`config.mk`:
```
export PLATFORM = sky130hd
export DESIGN_NAME = demux32_1x32_buf
export DESIGN_NICKNAME = d
export VERILOG_FILES = /design/src/rtl/demux32_1x32_buf.sv
export SDC_FILE = /design/constraint.sdc
export NUM_CORES = 2
export LEC_CHECK = 0
export ABC_AREA = 1
export CORE_AREA = 2 2 450 452
export CTS_BUF_LIST = sky130_fd_sc_hd__clkbuf_16
export CTS_CLUSTER_SIZE = 20
export DETAILED_ROUTE_END_ITERATION = 16
export DIE_AREA = 0 0 452 454
export GPL_TIMING_DRIVEN = 0
export PLACE_DENSITY_LB_ADDON = 0.12
export SLEW_MARGIN = 20
export SYNTH_ARGS = -nofsm -noshare
export SYNTH_HDL_FRONTEND = slang
export SYNTH_SLANG_ARGS = --single-unit
```
`constraint.sdc`:
```
create_clock -name clk -period 37 [get_ports clk]
set_input_delay 3.7 -clock clk [delete_from_list [all_inputs] [get_ports clk]]
set_output_delay 3.7 -clock clk [all_outputs]
set_load 0.02 [all_outputs]
```
`src/rtl/demux32_1x32_buf.sv`:
```
// Buffered 1-to-N demultiplexer: one valid/ready input steered (or broadcast) into per-lane single-word buffers.
// Latency 1 cycle input->lane; a lane accepts when empty or draining the same cycle, so each lane sustains full rate.
module demux32_1x32_buf #(
  parameter int WIDTH     = 32,
  parameter int SEL_WIDTH = 5,
  parameter int NUM_OUT   = 32
) (
  input  logic                     clk,
  input  logic                     rst,
  input  logic [WIDTH-1:0]         in_data,
  input  logic [SEL_WIDTH-1:0]     in_sel,
  input  logic                     in_bcast,
  input  logic                     in_valid,
  output logic                     in_ready,
  output logic [NUM_OUT*WIDTH-1:0] out_data,
  output logic [NUM_OUT-1:0]       out_valid,
  input  logic [NUM_OUT-1:0]       out_ready,
  output logic [15:0]              xfer_cnt
);

  typedef enum logic {EMPTY = 1'b0, FULL = 1'b1} lane_state_t;

  lane_state_t        state_q [NUM_OUT];
  lane_state_t        state_d [NUM_OUT];
  logic [NUM_OUT-1:0] free;
  logic [NUM_OUT-1:0] load;
  logic               xfer;

  // Ready never looks at in_valid; an X select with in_valid low is masked by xfer.
  always_comb begin
    free     = ~out_valid | out_ready;
    in_ready = 1'b0;
    if (!rst) begin
      if (in_bcast) in_ready = &free;
      else          in_ready = free[in_sel];
    end
    xfer = in_valid & in_ready;
  end

  always_comb begin
    load = '0;
    for (int k = 0; k < NUM_OUT; k++) begin
      load[k] = xfer & (in_bcast | (in_sel == SEL_WIDTH'(k)));
    end
  end

  always_comb begin
    out_valid = '0;
    for (int k = 0; k < NUM_OUT; k++) begin
      state_d[k]   = state_q[k];
      out_valid[k] = (state_q[k] == FULL);
      case (state_q[k])
        EMPTY:   if (load[k]) state_d[k] = FULL;
        FULL:    if (!load[k] && out_ready[k]) state_d[k] = EMPTY;
        default: state_d[k] = EMPTY;
      endcase
    end
  end

  always_ff @(posedge clk or posedge rst) begin
    if (rst) begin
      for (int k = 0; k < NUM_OUT; k++) state_q[k] <= EMPTY;
    end else begin
      for (int k = 0; k < NUM_OUT; k++) state_q[k] <= state_d[k];
    end
  end

  // Lane data only moves on a load, so a drained lane keeps its last word.
  always_ff @(posedge clk or posedge rst) begin
    if (rst) begin
      out_data <= '0;
    end else begin
      for (int k = 0; k < NUM_OUT; k++) begin
        if (load[k]) out_data[k*WIDTH +: WIDTH] <= in_data;
      end
    end
  end

  always_ff @(posedge clk or posedge rst) begin
    if (rst)       xfer_cnt <= '0;
    else if (xfer) xfer_cnt <= xfer_cnt + 16'd1;
  end

endmodule
```
==> results_dict.tcl <==
set metrics [dict create \
    status "finished clean" \
    fin_util 0.306 \
    ys_types 26 \
    worstPathMaxFanout 10 \
    wl_met2_um 122000 \
    grt_max_degree 96 \
    intPower_uw 2930 \
    clk_path_buf_depth 3 \
    antenna_found_initial 34 \
    synth_cells 4912 \
    root_buffer "clkbuf_16" \
    numCtsBuffers 137 \
    htree_levels 4 \
    irDropWorstVdd_uv 42.3 \
    top_layer "met5" \
    core_area_um2 201000 \
    overflow 0 \
    netlist_area_um2 41900 \
    dp.final_hpwl_um 187000 \
    synth_fp_nets 4986 \
    synthTopCellsByCount "nand2_1 (3216), dfrtp_1 (1072), clkbuf_1 (135), buf_2 (122), inv_1 (92)" \
    leakagePower_uw 0.0309 \
    drv_slew 0 \
    min_period_ps 10860 \
    finalSetupTns_ps 0 \
    dp.cells 8743 \
    grt.total_usage 0.236 \
    path_clk_slew_ps 60 \
    syn2layout_area_growth_pct 46.7 \
    num-nets-final 6284 \
    layout-drive-gt1-share 0.0578 \
    clk_latency_ps 830 \
    synth_top_area_frac 0.641 \
    start_util 0.208 \
    fillers 21321 \
    yosysMostFrequentCell "nand2_1" \
    routabilityCongestion 0.844 \
    wl_um 247000 \
    io_pins 1146 \
    max_slew.worst_pin.slew_ps 1090 \
    worstPathArrival_ps 7160 \
    worstPathRequired_ps 33300 \
    power.density_nw_per_um2 77.7 \
    max_cap_viol_count 0 \
    rsz0062_at_grt "no" \
    die_area_um2 205000 \
    syn_avg_cell_area_um2 8.52 \
    die_x_um 452 \
    hold_path_class "reg -> reg" \
    hold_violations 0 \
    finalCritPeriodShare 0.293 \
    cts_setup_buffers 0 \
    reg2reg_setup_slack_ps 32850 \
    cts.sink_count 1072 \
    die_y_um 454 \
    synth_edf_count 0 \
    synthArstFlopShare 1.00 \
    ant_nets 0 \
    post_drt_via_cell_ratio 4.24 \
    route.met3.wl_um 17400 \
    worstSetupStartpointType "input pin" \
    cts_tree "built" \
    switching_share 0.385 \
    synth_ff_type "dfrtp_1" \
    power_frac_seq 0.359 \
    path_class "in -> out" \
    final-setup-viol-count 0 \
    synth-seq-area-share 0.641 \
    maxSlewHeadroom 0.270 \
    switching_power_uw 1840 \
    layoutNonFillerInstCount 9000 \
    cts_hold_buf 0 \
    drt_pass1_iterations 7 \
    grt_pass1_vias 37884 \
    synth_top_area_cell "dfrtp_1" \
    io_buffer_count 1142 \
    drc 0 \
    post_drt_wl_per_cell_um 27.4 \
    via_count 38157 \
    fmax_mhz 92.1 \
    grt_pass1_wl_um 334000 \
    cts_resized 0 \
    pwr-share-comb 0.367 \
    cp-end-kind "output pin" \
    rows 165 \
    drt-met1-wl_um 97100 \
    p_total_uw 4770 \
    synth-seq-cells 1072 \
    first_iter_violations 2793 \
    yosys_warnings 0 \
    synthTopCellsByArea "dfrtp_1 (64%), nand2_1 (29%), buf_2 (1.5%), clkbuf_1 (1.2%), inv_1 (0.83%)" \
    p_clk_frac 0.275 \
    fin_skew_ps 37.7 \
]
==> layout by cell type (no fill, tap or decap), drive strengths merged, types with 24 or more instances in the layout <==
master         count
clkinv            64
nand3             24
nor2              81
nand4             36
inv              131
dfrtp           1072
o21ai             48
clkdlybuf4s50   1141
buf              194
nand2           3216
clkbuf           272
==> metrics by stage <==
stage,setup WS (ps),hold slack (ps),instance area (um2)
5_1_grt,25940,494,61400
3_3_place_gp,-14380,463,56600
4_1_cts,26050,480,61400
2_1_floorplan,3120,589,41900
6_report,26140,476,61400
3_5_place_dp,26050,464,57100
==> layer usage <==
| metal | track usage | up-vias |
|---|---|---|
| li1 | - | 17417 |
| met1 | 0.279 | 19063 |
| met2 | 0.406 | 1330 |
| met3 | 0.0640 | 337 |
| met4 | 0.0935 | 10 |
| met5 | 0 | - |
==> layout make-up <==
type                            count  area (um2)  share of cell area
Sequential cell                  1072       26800               0.437
Inverter                           94         360             0.00587
Timing Repair Buffer             1159       11800               0.193
Clock inverter                    108         851              0.0139
Buffer                            311        1370              0.0223
Antenna cell                       12        30.0            0.000489
Clock buffer                      137        3430              0.0558
Tap cell                         2672        3340              0.0545
Multi-Input combinational cell   3435       13300               0.217
==> worst max-delay path: stages <==
cell             delay (ps)
clkdlybuf4s50_1         590
inv_1                    70
nand2_1                 340
nand2_1                  90
nor2_1                  110
nand3b_1                100
nor2_1                  170
nand2_1                  90
a21oi_2                 330
clkbuf_1                510
nand2_1                 100
inv_1                    70
clkdlybuf4s50_1         860
==> logic make-up (layout without fill, tap and decap cells) <==
logic type,count (synthesis),in the layout,synth area share
XOR/XNOR,15,15,0.00314
flip-flops,1072,1072,0.641
AND/OR/NAND/NOR,3365,3365,0.308
adder cells (fa/ha/maj),1,1,0.000299
buffers and inverters,405,1809,0.0407
AO/OA/AOI/OAI,54,54,0.00667
other,0,12,0
==> worst paths after layout <==
path                                              to                      start  depth (start not counted)
max                                         in_ready              out_ready[31]                         13
min                        out_data[859]$_DFFE_PP0P_  out_data[859]$_DFFE_PP0P_                          2
max reg2reg                out_data[145]$_DFFE_PP0P_    out_valid[30]$_DFF_PP0_                         12
min reg2reg                out_data[859]$_DFFE_PP0P_  out_data[859]$_DFFE_PP0P_                          2
max in group asynchronous  out_data[836]$_DFFE_PP0P_                        rst                          7
min in group asynchronous  out_data[464]$_DFFE_PP0P_                        rst                          2
==> registers in the layout, indices dropped and copies added, names as in the netlist <==
name and count:
xfer_cnt 16, out_valid 32, out_data 1024
==> power groups by stage <==
stage | Clock, uW | Sequential, uW | Combinational, uW
2_1_floorplan | 0 | 2100 | 332
3_3_place_gp | 0 | 1730 | 1760
3_5_place_dp | 0 | 1720 | 1770
4_1_cts | 1350 | 1710 | 1780
5_1_grt | 1390 | 1750 | 1850
6_report | 1310 | 1710 | 1750
(Power assumes the default switching activity.)
